**src/rtl/spi_flash_writer_pkg.sv**
```systemverilog
// Shared constants for the SPI flash writer: flash opcodes, geometry,
// controller state encoding and command-byte helper.
package spi_flash_writer_pkg;

  localparam logic [7:0] OP_WREN = 8'h06;
  localparam logic [7:0] OP_SE   = 8'h20;
  localparam logic [7:0] OP_PP   = 8'h02;
  localparam logic [7:0] OP_RDSR = 8'h05;

  localparam int PAGE_SIZE   = 256;
  localparam int SECTOR_SIZE = 4096;

  // Controller states (legacy-compatible constant encoding)
  localparam logic [2:0] ST_IDLE    = 3'd0;
  localparam logic [2:0] ST_WREN    = 3'd1;
  localparam logic [2:0] ST_ERASE   = 3'd2;
  localparam logic [2:0] ST_PROGRAM = 3'd3;
  localparam logic [2:0] ST_POLL    = 3'd4;
  localparam logic [2:0] ST_NEXT    = 3'd5;
  localparam logic [2:0] ST_FINISH  = 3'd6;
  localparam logic [2:0] ST_FAIL    = 3'd7;

  // Per-byte phases inside a command state
  localparam logic [2:0] SUB_GAP  = 3'd0;
  localparam logic [2:0] SUB_PREP = 3'd1;
  localparam logic [2:0] SUB_RAM1 = 3'd2;
  localparam logic [2:0] SUB_RAM2 = 3'd3;
  localparam logic [2:0] SUB_LOAD = 3'd4;
  localparam logic [2:0] SUB_WAIT = 3'd5;

  // Opcode/address header byte idx (0..3) of the command issued in state st
  function automatic logic [7:0] cmd_byte(input logic [2:0] st, input logic [1:0] idx,
                                          input logic [23:0] fa);
    logic [7:0] b;
    b = 8'h00;
    case (idx)
      2'd0: begin
        case (st)
          ST_WREN:    b = OP_WREN;
          ST_ERASE:   b = OP_SE;
          ST_PROGRAM: b = OP_PP;
          default:    b = OP_RDSR;
        endcase
      end
      2'd1:    b = fa[23:16];
      2'd2:    b = (st == ST_ERASE) ? {fa[15:12], 4'h0} : fa[15:8];
      default: b = (st == ST_ERASE) ? 8'h00 : fa[7:0];
    endcase
    return b;
  endfunction

endpackage

```
**src/rtl/spi_flash_writer_shifter.sv**
```systemverilog
// spi_byte_shifter: one SPI mode-0 byte, MSB first, SCK half-period of
// CLK_DIV clocks. MOSI moves only on falling edges; MISO sampled on rising.
module spi_byte_shifter #(
  parameter int CLK_DIV = 4
) (
  input  logic       clk,
  input  logic       reset,
  input  logic       i_load,
  input  logic [7:0] i_tx,
  input  logic       i_miso,
  output logic       o_sck,
  output logic       o_mosi,
  output logic [7:0] o_rx,
  output logic       o_done
);

  localparam logic [15:0] DIV_M1 = 16'(CLK_DIV - 1);

  logic [15:0] r_cnt;
  logic [2:0]  r_bit;
  logic        r_sck;
  logic        r_busy;
  logic        r_done;
  logic [7:0]  r_sh;
  logic [7:0]  r_rx;

  // Divider, edge generation and shift/sample of one byte
  always_ff @(posedge clk or posedge reset) begin
    if (reset) begin
      r_cnt  <= 16'd0;
      r_bit  <= 3'd0;
      r_sck  <= 1'b0;
      r_busy <= 1'b0;
      r_done <= 1'b0;
      r_sh   <= 8'h00;
      r_rx   <= 8'h00;
    end else begin
      r_done <= 1'b0;
      if (!r_busy) begin
        if (i_load) begin
          r_sh   <= i_tx;
          r_busy <= 1'b1;
          r_cnt  <= 16'd0;
          r_bit  <= 3'd0;
          r_sck  <= 1'b0;
        end
      end else if (r_cnt == DIV_M1) begin
        r_cnt <= 16'd0;
        if (!r_sck) begin
          r_sck <= 1'b1;
          r_rx  <= {r_rx[6:0], i_miso};
        end else begin
          r_sck <= 1'b0;
          if (r_bit == 3'd7) begin
            r_busy <= 1'b0;
            r_done <= 1'b1;
          end else begin
            r_bit <= r_bit + 3'd1;
            r_sh  <= {r_sh[6:0], 1'b0};
          end
        end
      end else begin
        r_cnt <= r_cnt + 16'd1;
      end
    end
  end

  assign o_sck  = r_sck;
  assign o_mosi = r_sh[7];
  assign o_rx   = r_rx;
  assign o_done = r_done;

endmodule

```
**src/rtl/spi_flash_writer.sv**
```systemverilog
// Copies a RAM region into SPI NOR flash: sector erase on entry to each
// sector, page-bounded programs, status polling with a timeout.
module spi_flash_writer
  import spi_flash_writer_pkg::*;
#(
  parameter int CLK_DIV    = 4,
  parameter int POLL_LIMIT = 65535
) (
  input  logic        clk,
  input  logic        reset,
  input  logic        start,
  input  logic [23:0] flash_address,
  input  logic [16:0] length,
  input  logic [15:0] ram_start,
  output logic [15:0] ram_address,
  input  logic [7:0]  ram_dataout,
  output logic        ram_cs,
  output logic        spi_clk,
  output logic        spi_out,
  input  logic        spi_miso,
  output logic        spi_cs,
  output logic        busy,
  output logic        done,
  output logic        error
);

  // Chip select stays high for two full SCK periods before every command
  localparam logic [15:0] GAP_M1 = 16'(4 * CLK_DIV - 1);
  localparam logic [16:0] POLL_M = 17'(POLL_LIMIT);

  logic [2:0]  r_state, r_sub, r_tgt;
  logic        r_after_prog, r_first, r_cs, r_ram_cs, r_error;
  logic [23:0] r_fa;
  logic [15:0] r_ra, r_ram_addr, r_gap;
  logic [16:0] r_rem, r_polls;
  logic [8:0]  r_burst, r_idx;
  logic [7:0]  r_tx;

  logic        w_sh_load, w_sh_done, w_data_byte;
  logic [7:0]  w_rx;
  logic [23:0] w_fa_nx;
  logic [15:0] w_ra_nx;
  logic [16:0] w_rem_nx;
  logic [8:0]  w_room, w_burst_nx, w_last_idx;

  assign w_fa_nx    = r_fa + 24'(r_burst);
  assign w_ra_nx    = r_ra + 16'(r_burst);
  assign w_rem_nx   = r_rem - 17'(r_burst);
  assign w_room     = 9'(PAGE_SIZE) - {1'b0, w_fa_nx[7:0]};
  assign w_burst_nx = (w_rem_nx < {8'd0, w_room}) ? w_rem_nx[8:0] : w_room;
  assign w_data_byte = (r_state == ST_PROGRAM) && (r_idx >= 9'd4);
  assign w_sh_load  = (r_sub == SUB_LOAD) &&
                      (r_state == ST_WREN || r_state == ST_ERASE ||
                       r_state == ST_PROGRAM || r_state == ST_POLL);

  // Index of the final byte of the current (non-poll) command
  always_comb begin
    w_last_idx = 9'd0;
    case (r_state)
      ST_ERASE:   w_last_idx = 9'd3;
      ST_PROGRAM: w_last_idx = 9'd3 + r_burst;
      default:    w_last_idx = 9'd0;
    endcase
  end

  spi_byte_shifter #(.CLK_DIV(CLK_DIV)) u_shifter (
    .clk    (clk),
    .reset  (reset),
    .i_load (w_sh_load),
    .i_tx   (r_tx),
    .i_miso (spi_miso),
    .o_sck  (spi_clk),
    .o_mosi (spi_out),
    .o_rx   (w_rx),
    .o_done (w_sh_done)
  );

  // Job sequencing, per-command byte stepping and RAM fetches
  always_ff @(posedge clk or posedge reset) begin
    if (reset) begin
      r_state <= ST_IDLE;   r_sub <= SUB_GAP;    r_tgt <= ST_ERASE;
      r_after_prog <= 1'b0; r_first <= 1'b0;     r_cs <= 1'b1;
      r_ram_cs <= 1'b0;     r_error <= 1'b0;     r_fa <= 24'd0;
      r_ra <= 16'd0;        r_ram_addr <= 16'd0; r_gap <= 16'd0;
      r_rem <= 17'd0;       r_polls <= 17'd0;    r_burst <= 9'd0;
      r_idx <= 9'd0;        r_tx <= 8'h00;
    end else begin
      r_ram_cs <= 1'b0;
      case (r_state)
        ST_IDLE: begin
          if (start) begin
            r_error <= 1'b0;
            r_fa    <= flash_address;
            r_ra    <= ram_start;
            r_rem   <= length;
            r_burst <= 9'd0;
            r_first <= 1'b1;
            r_state <= (length == 17'd0) ? ST_FINISH : ST_NEXT;
          end
        end
        ST_NEXT: begin
          r_fa  <= w_fa_nx;
          r_ra  <= w_ra_nx;
          r_rem <= w_rem_nx;
          if (w_rem_nx == 17'd0) begin
            r_state <= ST_FINISH;
          end else begin
            r_burst <= w_burst_nx;
            r_tgt   <= (r_first || (w_fa_nx & 24'(SECTOR_SIZE - 1)) == 24'd0)
                       ? ST_ERASE : ST_PROGRAM;
            r_first <= 1'b0;
            r_state <= ST_WREN;
            r_sub   <= SUB_GAP;
            r_gap   <= 16'd0;
          end
        end
        ST_FINISH, ST_FAIL: r_state <= ST_IDLE;
        default: begin
          case (r_sub)
            SUB_GAP: begin
              if (r_gap == GAP_M1) begin
                r_cs    <= 1'b0;
                r_idx   <= 9'd0;
                r_polls <= 17'd0;
                r_sub   <= SUB_PREP;
              end else begin
                r_gap <= r_gap + 16'd1;
              end
            end
            SUB_PREP: begin
              if (w_data_byte) begin
                r_ram_cs   <= 1'b1;
                r_ram_addr <= r_ra + 16'(r_idx - 9'd4);
                r_sub      <= SUB_RAM1;
              end else begin
                r_tx  <= (r_state == ST_POLL && r_idx != 9'd0) ? 8'h00
                         : cmd_byte(r_state, r_idx[1:0], r_fa);
                r_sub <= SUB_LOAD;
              end
            end
            SUB_RAM1: r_sub <= SUB_RAM2;
            SUB_RAM2: begin
              r_tx  <= ram_dataout;
              r_sub <= SUB_LOAD;
            end
            SUB_LOAD: r_sub <= SUB_WAIT;
            default: begin
              if (w_sh_done) begin
                r_idx <= (r_state == ST_POLL) ? 9'd1 : r_idx + 9'd1;
                if (r_state == ST_POLL && r_idx != 9'd0) begin
                  if ((w_rx & 8'h01) == 8'h00) begin
                    r_cs    <= 1'b1;
                    r_state <= r_after_prog ? ST_NEXT : ST_WREN;
                    r_tgt   <= ST_PROGRAM;
                    r_sub   <= SUB_GAP;
                    r_gap   <= 16'd0;
                  end else if (r_polls == POLL_M) begin
                    r_cs    <= 1'b1;
                    r_error <= 1'b1;
                    r_state <= ST_FAIL;
                  end else begin
                    r_polls <= r_polls + 17'd1;
                    r_sub   <= SUB_PREP;
                  end
                end else if (r_state != ST_POLL && r_idx == w_last_idx) begin
                  r_cs  <= 1'b1;
                  r_sub <= SUB_GAP;
                  r_gap <= 16'd0;
                  case (r_state)
                    ST_WREN:  r_state <= r_tgt;
                    ST_ERASE: begin
                      r_state      <= ST_POLL;
                      r_after_prog <= 1'b0;
                    end
                    default: begin
                      r_state      <= ST_POLL;
                      r_after_prog <= 1'b1;
                    end
                  endcase
                end else begin
                  r_sub <= SUB_PREP;
                end
              end
            end
          endcase
        end
      endcase
    end
  end

  assign spi_cs      = r_cs;
  assign ram_cs      = r_ram_cs;
  assign ram_address = r_ram_addr;
  assign error       = r_error;
  assign done        = (r_state == ST_FINISH);
  assign busy        = (r_state != ST_IDLE) && (r_state != ST_FINISH) && (r_state != ST_FAIL);

endmodule

```
**config.mk**
```make
export PLATFORM = sky130hd
export DESIGN_NAME = spi_flash_writer
export DESIGN_NICKNAME = d
export VERILOG_FILES = /design/src/rtl/spi_flash_writer_pkg.sv /design/src/rtl/spi_flash_writer_shifter.sv /design/src/rtl/spi_flash_writer.sv
export SDC_FILE = /design/constraint.sdc
export NUM_CORES = 1
export LEC_CHECK = 0
export CAP_MARGIN = 20
export CELL_PAD_IN_SITES_DETAIL_PLACEMENT = 2
export CELL_PAD_IN_SITES_GLOBAL_PLACEMENT = 2
export CORE_MARGIN = 2
export CORE_UTILIZATION = 33
export CTS_BUF_LIST = sky130_fd_sc_hd__clkbuf_16
export CTS_CLUSTER_DIAMETER = 100
export CTS_CLUSTER_SIZE = 24
export DETAILED_ROUTE_END_ITERATION = 16
export PLACE_DENSITY_LB_ADDON = 0.12
export REMOVE_ABC_BUFFERS = 1
export SLEW_MARGIN = 10
export SYNTH_ARGS = -nofsm -noshare
export SYNTH_HDL_FRONTEND = slang
export SYNTH_HIERARCHICAL = 1
export SYNTH_SLANG_ARGS = --single-unit
```
**constraint.sdc**
```tcl
create_clock -name clk -period 5 [get_ports clk]
set_clock_uncertainty 0.05 [all_clocks]
set_input_delay 1 -clock clk [delete_from_list [all_inputs] [get_ports clk]]
set_output_delay 1 -clock clk [all_outputs]
set_load 0.05 [all_outputs]
```
# After elaboration in Yosys (flattened, before gate mapping)
# Cells that the tools add are included.
totals:
  reg_bits: 177
  latchBits: 0
  mem_bits_rw: 0
  rom_bits: 0
  in_bits: 69
  output_inout_bits: 23
  word_cells: 256
  memories: 0
classes:
  addsub: 12
  n_mul: 0
  div: 0
  n_lt_le_gt_ge: 2
  eq_ne: 41
  n_shift: 0
  n_mux: 111
  bitwise_logic: 8
  reduce_logical: 58
ops:
  columns: ["op", "count"]
  rows:
  - ["two-way mux 16 bit", 10]
  - ["two-way mux 17 bit", 6]
  - ["case mux 16 bit (2 select lines)", 3]
  - ["two-way mux 3 bit", 27]
  - ["case mux 17 bit (2 select lines)", 2]
  - ["two-way mux 8 bit", 8]
  - ["two-way mux 9 bit", 6]
  - ["case mux 9 bit (2 select lines)", 3]
  - ["case mux 24 bit (2 select lines)", 1]
  - ["zero test 17 bit", 2]
  - ["adder 16 x 1 -> 16 bit, second input constant", 2]
  - ["two-way mux 1 bit", 31]
  - ["adder 24 x 9 -> 24 bit", 1]
  - ["zero test 24 bit", 1]
  - ["two-way mux 24 bit", 1]
  - ["case mux 8 bit (3 select lines)", 1]
  - ["nonzero test 2 bit", 11]
  - ["AND reduction 7 bit", 3]
  - ["== test 3 bit, second input constant", 6]
  - ["case mux 6 bit (3 select lines)", 1]
  - ["AND reduction 6 bit", 3]
  - ["adder 17 x 1 -> 17 bit, second input constant", 1]
  - ["== test 17 x 16 -> 1 bit, second input constant", 1]
  - ["< comparator 17 x 9 -> 1 bit", 1]
  - ["49 further kinds", 100]

# Depth between registers and ports, before layout
# Gate-level depths: netlist of run 1.
logic_depth:
  word_depth: 9
  ltp_mapped: 17
  mapped_depth_nobuf: 15

# Cells and area by module
# Netlist of run 1, hierarchy kept.
modules_own_cells:
  columns: ["module", "n_inst", "cells_each", "area_per_inst_um2"]
  rows:
  - ["spi_flash_writer", 1, 1248, 10303.6]
  - ["spi_byte_shifter", 1, 181, 2074.5]

# Least setup slack after synthesis of run 1
# Ideal clock, no wire load.
synth_timing:
  kind: "reg2reg"
  startpoint: "register r_burst[0]"
  endpoint: "register r_burst[0]"
  arrival_time_ps: 3707
  required_ps: 4871
  path_slack_ps: 1164
  path_stages_with_launch: 17
  synth_period_minus_slack_ps: 3836
  cell_sequence: "dfrtp_1 -> ha_1 -> fa_1 -> a21o_1 -> a211oi_1 -> nor2_1 -> nor3b_1 -> xnor2_1 -> inv_1 -> ha_1 -> a21o_1 -> a211oi_1 -> a21oi_1 -> nor4_1 -> buf_2 -> mux2_2 -> mux2i_1"
synth_between:
  elab_chain_cells: 6
  elab_cells_between_ends: 10
synth_lines:
  columns: ["item", "line_no", "text"]
  rows:
  - ["from (decl)", "spi_flash_writer.sv:36", "logic [8:0] r_burst, r_idx;"]
  - ["from (signal assigned)", "spi_flash_writer.sv:108", "r_burst <= w_burst_nx;"]
  - ["adder 24 x 9 -> 24 bit", "spi_flash_writer.sv:46", "assign w_fa_nx = r_fa + 24'(r_burst);"]
  - ["subtractor 9 x 8 -> 9 bit", "spi_flash_writer.sv:49", "assign w_room = 9'(PAGE_SIZE) - {1'b0, w_fa_nx[7:0]};"]
  - ["< comparator 17 x 9 -> 1 bit", "spi_flash_writer.sv:50", "assign w_burst_nx = (w_rem_nx < {8'd0, w_room}) ? w_rem_nx[8:0] : w_room;"]
  - ["two-way mux 9 bit", "spi_flash_writer.sv:50", null]
  - ["two-way mux 9 bit", "spi_flash_writer.sv:105", "if (w_rem_nx == 17'd0) begin"]
  - ["case mux 9 bit (2 select lines)", "spi_flash_writer.sv:89", "case (r_state)"]
# Several ways; a longest one is shown, not always the timed one. The select of a mux whose other input is x is not followed.
# A chain may end at the register's enable or synchronous reset.

# Worst setup path in the final report of run 1
layout_timing:
  startpoint: "register r_fa[0]"
  endpoint: "register r_burst[7]"
layout_between:
  elab_chain_cells: 6
layout_lines:
  columns: ["item", "line_no", "text"]
  rows:
  - ["from (decl)", "spi_flash_writer.sv:33", "logic [23:0] r_fa;"]
  - ["from (signal assigned)", "spi_flash_writer.sv:93", "r_fa <= flash_address;"]
  - ["from (signal assigned)", "spi_flash_writer.sv:102", "r_fa <= w_fa_nx;"]
  - ["adder 24 x 9 -> 24 bit (*)", "spi_flash_writer.sv:46", null]
  - ["subtractor 9 x 8 -> 9 bit (*)", "spi_flash_writer.sv:49", null]
  - ["< comparator 17 x 9 -> 1 bit", "spi_flash_writer.sv:50", null]
  - ["two-way mux 9 bit (*)", "spi_flash_writer.sv:50", null]
  - ["two-way mux 9 bit (*)", "spi_flash_writer.sv:105", null]
  - ["case mux 9 bit (2 select lines) (*)", "spi_flash_writer.sv:89", null]
# Every way passes the cells marked *; elsewhere a longest branch is shown, timed or not. The select of a mux whose other input is x is not followed.

==> impl_metrics.json, run 1 <==
{
  "antenna_found_initial": 0,
  "grt_pass1_wl_mm": 67.81,
  "endpoint_kind": "flip-flop",
  "cts_hold_buf": 0,
  "status": "finished clean",
  "min_path_type": "reg2reg",
  "vias_per_cell": 5.666,
  "maxSlewViolCount": 0,
  "p_per_area_mw_per_mm2": 212.3,
  "vdd_drop_max_mv": 0.2496,
  "numCtsBuffers": 17,
  "fp.coreArea_mm2": 0.03635,
  "cts_tree": "yes",
  "grt_pass1_vias": 12130,
  "io_buffers": 91,
  "drive_gt1_frac": 0.06317,
  "p_leak_uw": 0.005968,
  "tns_ns": 0,
  "post_cts_buffers": 0,
  "ant_nets": 0,
  "slew_headroom": 0.3362,
  "clock-sinks": 175,
  "final.fill_count": 4062,
  "crit_buf_inv": 2,
  "cp_slowest_cell": "fa_1",
  "wl_mm": 41.13,
  "crit_path_start_kind": "flip-flop",
  "syn_area_per_cell_um2": 8.550,
  "nNetsFinal": 1615,
  "worstPathRequired_ns": 5.29,
  "setup_violations": 0,
  "ios": 92,
  "clk_latency_ns": 0.46,
  "rsz0062_at_grt": "no",
  "post-route-util": 0.3879,
  "place_congestion": 0.7544,
  "critical_path.cell_chain": "ha_1 > fa_1 > a21o_1 > a211oi_1 > nor2_1 > nor3b_1 > xnor2_1 > inv_1 > ha_1 > a21o_1 > a211oi_1 > a21oi_1 > nor4_2 > buf_4 > or2b_1 > a31o_2",
  "max_freq_mhz": 240.5,
  "avgRoutedWirePerCell_um": 21.02,
  "row_count": 70,
  "hold_viol": 0,
  "synth_area_mm2": 0.01210,
  "htree_num_levels": 4,
  "arrival_ns": 4.45,
  "finalCritPeriodShare": 0.8317,
  "cp_top_family": "compound AO/OA/AOI/OAI gates",
  "grt.total_usage": 0.2231,
  "dp_hpwl_mm": 30.10,
  "fin_crit_ns": 4.158,
  "die-area_mm2": 0.03821,
  "syn_inst": 1415,
  "num_vias": 11090,
  "path_clk_slew_ns": 0.07,
  "cpPeakStageDelay_ns": 0.48,
  "drtPass1Iterations": 5,
  "die_h_um": 195.5,
  "path_max_fanout": 11,
  "crit_type": "reg2reg",
  "start_util": 0.3328,
  "cts_root_buf": "clkbuf_16",
  "die_w_um": 195.5,
  "tightest_slew_ns": 0.9933,
  "drc_errors": 0,
  "ctsResizeCount": 0,
  "grt_max_degree": 76,
  "cts_buffer_depth": 2,
  "whs_ns": 0.4347,
  "first_iter_violations": 448,
  "grt.overflow.total": 0,
  "ys_warn_count": 6,
  "area_growth_pct": 16.55,
  "drv_cap": 0
}
==> sequential cells by signal, indices dropped and copies added (netlist names), 16 cells and up <==
signal,flops
r_polls,17
r_fa,24
r_ra,16
u_shifter/r_cnt,16
r_rem,17
r_gap,16
ram_address,16
==> through the flow <==
step | cells | power, µW | cell area [µm²] | setup WS [ns]
6_report | 1957 | 2993 | 14100 | 0.8417
5_1_grt | 1956 | 3091 | 14100 | 0.5397
4_1_cts | 1955 | 3039 | 14090 | 0.8483
3_5_place_dp | 1924 | 1542 | 13480 | 0.8892
3_3_place_gp | 1924 | 1542 | 13480 | 0.9883
2_1_floorplan | 1345 | 1466 | 11800 | 0.08538
==> cell usage in the layout, fill, tap and decap left out, types with 30 or more instances in the layout <==
master           instances
xnor2_1                 32
nor2_1                 133
ha_1                    66
nand3_1                 48
nand2_1                158
clkdlybuf4s50_1         91
and3_1                  30
xor2_1                  35
inv_1                   60
nor3_1                  47
a31oi_1                 53
a21oi_1                 82
o21ai_0                 82
dfrtp_1                174
==> area by class of cell <==
type | instances | area [µm²] | area share
multi-input combinational | 1110 | 7219 | 0.5120
sequential | 175 | 4380 | 0.3107
timing repair buffer | 112 | 1069 | 0.07578
tap | 468 | 585.6 | 0.04153
clock buffer | 17 | 425.4 | 0.03017
inverter | 60 | 230.2 | 0.01633
clock inverter | 14 | 187.7 | 0.01331
antenna | 1 | 2.502 | 0.0001775
==> where the power goes <==
| group | internal [µW] | switching (µW) | total [µW] |
|---|---|---|---|
| clock network | 835 | 646 | 1480 |
| registers | 1410 | 1.32 | 1420 |
| logic | 50.3 | 45.0 | 95.3 |
| total | 2300 | 693 | 2990 |
==> worst reg2reg max path: stages, from the launching register on <==
cell      delay, ns
dfrtp_1        0.42
ha_1           0.26
fa_1           0.48
a21o_1         0.20
a211oi_1       0.25
nor2_1         0.13
nor3b_1        0.30
xnor2_1        0.20
inv_1          0.07
ha_1           0.29
a21o_1         0.18
a211oi_1       0.23
a21oi_1        0.11
nor4_2         0.14
buf_4          0.24
or2b_1         0.25
a31o_2         0.24
==> final timing paths <==
kind | start | endpoint | slack (ns) | cells after the start
min in group asynchronous | reset | u_shifter/r_cnt[4] | 1.02 | 3
hold / removal | ram_address[12] | ram_address[12] | 0.43 | 2
max in group asynchronous | reset | r_gap[0] | 2.95 | 3
setup / recovery | r_fa[0] | r_burst[7] | 0.84 | 16
hold reg to reg | ram_address[12] | ram_address[12] | 0.43 | 2
setup reg to reg | r_fa[0] | r_burst[7] | 0.84 | 16
==> layer usage <==
layer  wire [µm]  track usage
met5           0            0
met4         442      0.05033
met2       20070       0.3788
met1       19760       0.3067
met3         859      0.02263
No activity file was read; power rests on OpenSTA's default activity.
==> run 2, diff against run 1 <==
==> constraint.sdc (replaced) <==
create_clock -name clk -period 3.5 [get_ports clk]
set_clock_uncertainty 0.05 [all_clocks]
set_input_delay 0.7 -clock clk [delete_from_list [all_inputs] [get_ports clk]]
set_output_delay 0.7 -clock clk [all_outputs]
set_load 0.05 [all_outputs]
==> run 2 against run 1 <==
The run now ends with negative setup slack left. Utilization rose by 3.4 points. Cell area is 8.8% higher. Fmax increased by 8.3%.
==> impl_metrics.json, run 2 (same netlist as run 1, synthesis figures left out) <==
{
  "antenna_found_initial": 0,
  "cpPeakStageDelay_ns": 0.41,
  "grt.overflow.total": 0,
  "die-area_mm2": 0.03821,
  "regMostFlops": "r_fa",
  "p_per_area_mw_per_mm2": 272.6,
  "grt_pass1_vias": 12940,
  "start_util": 0.3328,
  "ios": 92,
  "cts_root_buf": "clkbuf_16",
  "fin_ws_ns": -0.3408,
  "endpoint_kind": "flip-flop",
  "max_freq_mhz": 260.4,
  "num_vias": 11670,
  "vias_per_cell": 5.649,
  "cts_hold_buf": 0,
  "area_growth_pct": 26.81,
  "maxSlewViolCount": 0,
  "drtPass1Iterations": 7,
  "cts_tree": "yes",
  "p_leak_uw": 0.006563,
  "reg2regPathDepth": 17,
  "startpoint": "r_burst[0]",
  "finalCritPeriodShare": 1.097,
  "path_common_cell": "ha_2",
  "numCtsBuffers": 17,
  "crit_type": "reg2reg",
  "status": "finished, violations left",
  "min_path_type": "reg2reg",
  "drive_gt1_frac": 0.1634,
  "first_iter_violations": 421,
  "vdd_drop_max_mv": 0.3374,
  "total_power_uw": 4182,
  "dp_hpwl_mm": 31.89,
  "largest_reg_flops": 24,
  "wl_mm": 44.24,
  "drv_cap": 0,
  "antenna_cells": 0,
  "place_congestion": 0.8133,
  "drc_errors": 0,
  "tns_ns": -4.755,
  "r2r_slack_ns": -0.34,
  "layout_commonest_cell": "dfrtp_1",
  "grt.total_usage": 0.2374,
  "grt_max_degree": 64,
  "fin_crit_ns": 3.841,
  "failed_checks": "negative setup slack",
  "fp.coreArea_mm2": 0.03635,
  "die_w_um": 195.5,
  "clk_latency_ns": 0.46,
  "crit_end": "r_burst[3]",
  "rsz0062_at_grt": "yes",
  "cts_buffer_depth": 2,
  "io_buffers": 91,
  "hold_viol": 0,
  "critical_path.cell_chain": "ha_2 > fa_2 > buf_6 > a211oi_4 > nor2_4 > o21a_1 > nor2_2 > xnor2_2 > nor3b_2 > xnor2_1 > ha_2 > o21ai_2 > a21oi_1 > nor4_2 > buf_4 > mux2_2 > mux2i_1",
  "top_regs": "r_fa x24, r_polls x17, r_rem x17",
  "path_clk_slew_ns": 0.08,
  "grt_pass1_wl_mm": 72.16,
  "r2r_end": "r_burst[3]",
  "cp_slowest_cell": "dfrtp_1",
  "tightest_slew_ns": 0.9381,
  "r2r_start": "r_burst[0]",
  "clock-sinks": 175,
  "slew_headroom": 0.3718,
  "final_cell_mix": "dfrtp_1 (173), nand2_1 (158), nor2_1 (127)",
  "die_h_um": 195.5,
  "setup_violations": 31,
  "ant_nets": 0,
  "worstPathRequired_ns": 3.83,
  "arrival_ns": 4.18,
  "path_max_fanout": 5,
  "crit_path_start_kind": "flip-flop",
  "avgRoutedWirePerCell_um": 21.42,
  "htree_num_levels": 4,
  "row_count": 70,
  "nNetsFinal": 1723
}
## run 2: changes by cell type in the layout (fill, tap and decap cells not counted), sizes merged
cell / delta
diode: -1
inv: -2
bufinv: -2
buf: +107
clkinv: +6
a21o: +1
clkinvlp: -1
## run 2: per-stage QoR
step	util	std cells	instance area, µm²	hold WS (ns)	setup slack [ns]
floorplan	-	1345	11800	0.3982	-1.115
global placement	0.3899	2010	14170	0.4108	-0.3590
detailed placement	0.3899	2010	14170	0.4205	-0.5400
CTS	0.4147	2061	15070	0.4396	-0.3836
global route	0.4221	2065	15340	0.4639	-0.5411
finish	0.4221	2065	15340	0.4308	-0.3408
## run 2: timing repair
action,in CTS,in global routing
gates resized for setup,33,52
endpoints found under the setup margin,33,43
cloned,1,0
setup buffers,18,8
pin swaps,9,19
## run 2: critical path: cells and delay by family, from the launching register on
kind | cells | cell delay [ns]
flops | 1 | 0.41
fa+ha+maj | 3 | 0.94
compound gates | 4 | 0.58
xor+xnor | 2 | 0.47
buf+inv | 2 | 0.35
mux | 2 | 0.47
simple gates | 4 | 0.49
## run 2: layout make-up
class | instances | area (µm²)
timing repair buffer | 219 | 1976
clock inverter | 15 | 160.2
tap | 468 | 585.6
inverter | 60 | 232.7
clock buffer | 17 | 425.4
sequential | 175 | 4382
multi-input combinational | 1111 | 7580
fill | 4009 | 21010
## run 2: metal layers
layer | global-route usage | part of all wire
met2 | 0.4036 | 0.49
met1 | 0.3139 | 0.47
met4 | 0.07464 | 0.018
met3 | 0.03040 | 0.023
met5 | 0 | 0
## run 2: worst min-delay path by stage
stage	start	to	slack, ns	cells past startpoint
3_5_place_dp	ram_address[0]	ram_address[0]	0.42	2
5_1_grt	ram_address[14]	ram_address[14]	0.46	2
3_3_place_gp	ram_address[3]	ram_address[3]	0.41	2
6_report	ram_address[8]	ram_address[8]	0.43	2
4_1_cts	ram_address[0]	ram_address[0]	0.44	2
2_1_floorplan	r_fa[23]	r_fa[23]	0.40	1
## run 2: power by group
part,internal (µW),switching (µW)
clock network,1060,956
registers,2020,2.01
logic,75.0,66.0
total,3160,1020
==> run 3, diff against run 2 <==
--- a/config.mk
+++ b/config.mk
@@ -6,10 +6,10 @@
 export NUM_CORES = 1
 export LEC_CHECK = 0
 export CAP_MARGIN = 20
-export CELL_PAD_IN_SITES_DETAIL_PLACEMENT = 2
-export CELL_PAD_IN_SITES_GLOBAL_PLACEMENT = 2
-export CORE_MARGIN = 2
-export CORE_UTILIZATION = 33
+export CELL_PAD_IN_SITES_DETAIL_PLACEMENT = 1
+export CELL_PAD_IN_SITES_GLOBAL_PLACEMENT = 1
+export CORE_MARGIN = 4
+export CORE_UTILIZATION = 41
 export CTS_BUF_LIST = sky130_fd_sc_hd__clkbuf_16
 export CTS_CLUSTER_DIAMETER = 100
 export CTS_CLUSTER_SIZE = 24
==> run 3 against run 2 <==
The flow still finishes with violations (negative setup slack). Critical path depth rose by 1. Utilization rose by 10 points. Clock power rose by 5%. Final cell count fell by 4.4%. Non-clock buffer count fell by 6. Sequential share of layout area rose by 0.21 points. Setup slack got worse by 0.0073 ns. First-iteration DRC count rose by 52%.
==> impl_metrics.json, run 3 (same netlist as run 1, synthesis figures left out) <==
{
  "status": "finished, violations left",
  "failed_checks": "negative setup slack",
  "clk_latency_ns": 0.45,
  "row_count": 62,
  "fin_ws_ns": -0.3482,
  "avgRoutedWirePerCell_um": 20.13,
  "tightest_slew_ns": 0.9476,
  "setup_violations": 31,
  "cts_hold_buf": 0,
  "drv_cap": 0,
  "grt_max_degree": 63,
  "cts_tree": "yes",
  "cts_buffer_depth": 2,
  "num_vias": 11640,
  "final_cell_mix": "dfrtp_1 (173), nand2_1 (157), nor2_1 (128)",
  "p_per_area_mw_per_mm2": 281.2,
  "io_buffers": 91,
  "grt.total_usage": 0.2416,
  "vias_per_cell": 5.893,
  "hold_start": "ram_address[11]",
  "path_clk_slew_ns": 0.08,
  "endpoint_kind": "flip-flop",
  "drive_gt1_frac": 0.1603,
  "worstPathRequired_ns": 3.78,
  "antenna_cells": 0,
  "nNetsFinal": 1717,
  "die_h_um": 179.8,
  "path_max_fanout": 7,
  "hold_path_depth": 2,
  "largest_reg_flops": 24,
  "r2r_end": "r_burst[5]",
  "maxSlewViolCount": 0,
  "cpPeakStageDelay_ns": 0.38,
  "ant_nets": 0,
  "r2r_start": "r_fa[0]",
  "hold_viol": 0,
  "rsz0062_at_grt": "yes",
  "drtPass1Iterations": 6,
  "vdd_drop_max_mv": 0.3504,
  "regMostFlops": "r_fa",
  "crit_path_start_kind": "flip-flop",
  "dp_hpwl_mm": 27.97,
  "grt_pass1_vias": 11980,
  "fin_crit_ns": 3.848,
  "first_iter_violations": 639,
  "critical_path.cell_chain": "ha_2 > fa_2 > buf_6 > a211oi_4 > nor2_4 > o21a_1 > nor2_2 > xnor2_2 > nor3b_2 > xnor2_2 > ha_4 > a211oi_2 > a21oi_2 > nor4_2 > buf_4 > buf_4 > mux2i_1 > mux2i_1",
  "area_growth_pct": 25.88,
  "hold_path_end": "ram_address[11]",
  "grt.overflow.total": 0,
  "finalCritPeriodShare": 1.099,
  "slew_headroom": 0.3660,
  "start_util": 0.4181,
  "die_w_um": 179.8,
  "htree_num_levels": 4,
  "place_congestion": 0.8492,
  "clock-sinks": 175,
  "drc_errors": 0,
  "die-area_mm2": 0.03232,
  "ios": 92,
  "fp.coreArea_mm2": 0.02894,
  "grt_pass1_wl_mm": 64.31,
  "reg2regPathDepth": 18,
  "cts_root_buf": "clkbuf_16",
  "whs_ns": 0.4271,
  "antenna_found_initial": 0,
  "numCtsBuffers": 17,
  "r2r_slack_ns": -0.35,
  "min_path_type": "reg2reg",
  "crit_type": "reg2reg",
  "max_freq_mhz": 259.9,
  "preCtsSetupSlack_ns": -0.5415,
  "cp_slowest_cell": "dfrtp_1",
  "top_regs": "r_fa x24, r_polls x17, r_rem x17",
  "arrival_ns": 4.13,
  "p_leak_uw": 0.006585,
  "wl_mm": 39.76,
  "layout_commonest_cell": "dfrtp_1"
}
[run 3: worst max-delay path, delay by kind of cell, from the launching register on]
family,cells,cell delay [ns]
xor gates and xnor gates,2,0.27
adders and majority gates,3,0.75
muxes,2,0.30
buffers and inverters,3,0.50
DFF,1,0.38
and+or+nand+nor,4,0.73
AOI/OAI and AO/OA,4,0.73
[run 3: layout make-up]
class	instances	area [µm²]
clock buffer	17	425.4
clock inverter	15	206.4
fill	3366	13710
inverter	60	230.2
multi-input combinational	1111	7616
sequential	175	4382
tap	384	480.5
timing repair buffer	213	1888
[run 3: where the power goes]
part	total (µW)	switching, µW	internal [µW]
clock	2120	916	1210
sequential	2020	1.95	2020
combinational	135	60.7	74.1
[run 3: how the worst max path moves through the flow]
stage / start / slack, ns / cells after the start / endpoint
after CTS: r_fa[0] / -0.41 / 17 / r_burst[0]
after global routing: r_fa[0] / -0.53 / 18 / r_burst[5]
after global placement: r_fa[0] / -0.34 / 16 / r_burst[0]
after floorplan: reset / -1.11 / 1 / error
final: r_fa[0] / -0.35 / 18 / r_burst[5]
after detailed placement: r_fa[0] / -0.54 / 17 / r_burst[0]
[run 3: timing repair]
action / 4_1_cts / 5_1_grt
resized for setup: 42 / 34
buffers inserted: 11 / 8
cloned: 1 / 0
pin swaps: 18 / 15
endpoints found under the setup margin: 32 / 38
[run 3: through the flow]
step                      utilization  cell area [µm²]  std cells  TNS, ns  power [µW]
after floorplan                     -            11800       1345  -168.78        2094
after global placement         0.4850            14030       1924   -3.391        2199
after detailed placement       0.4850            14030       1924   -6.468        2201
after CTS                      0.5175            14970       1967   -3.220        4345
after global routing           0.5263            15230       1975   -10.49        4431
final                          0.5263            15230       1975   -5.425        4283
[run 3: metal layers]
metal / share of wire / global-route usage / vias up
li1: - / - / 5508
met5: 0 / 0 / -
met1: 0.46 / 0.3325 / 5835
met2: 0.48 / 0.3995 / 243
met4: 0.024 / 0.07345 / 0
met3: 0.035 / 0.03112 / 53
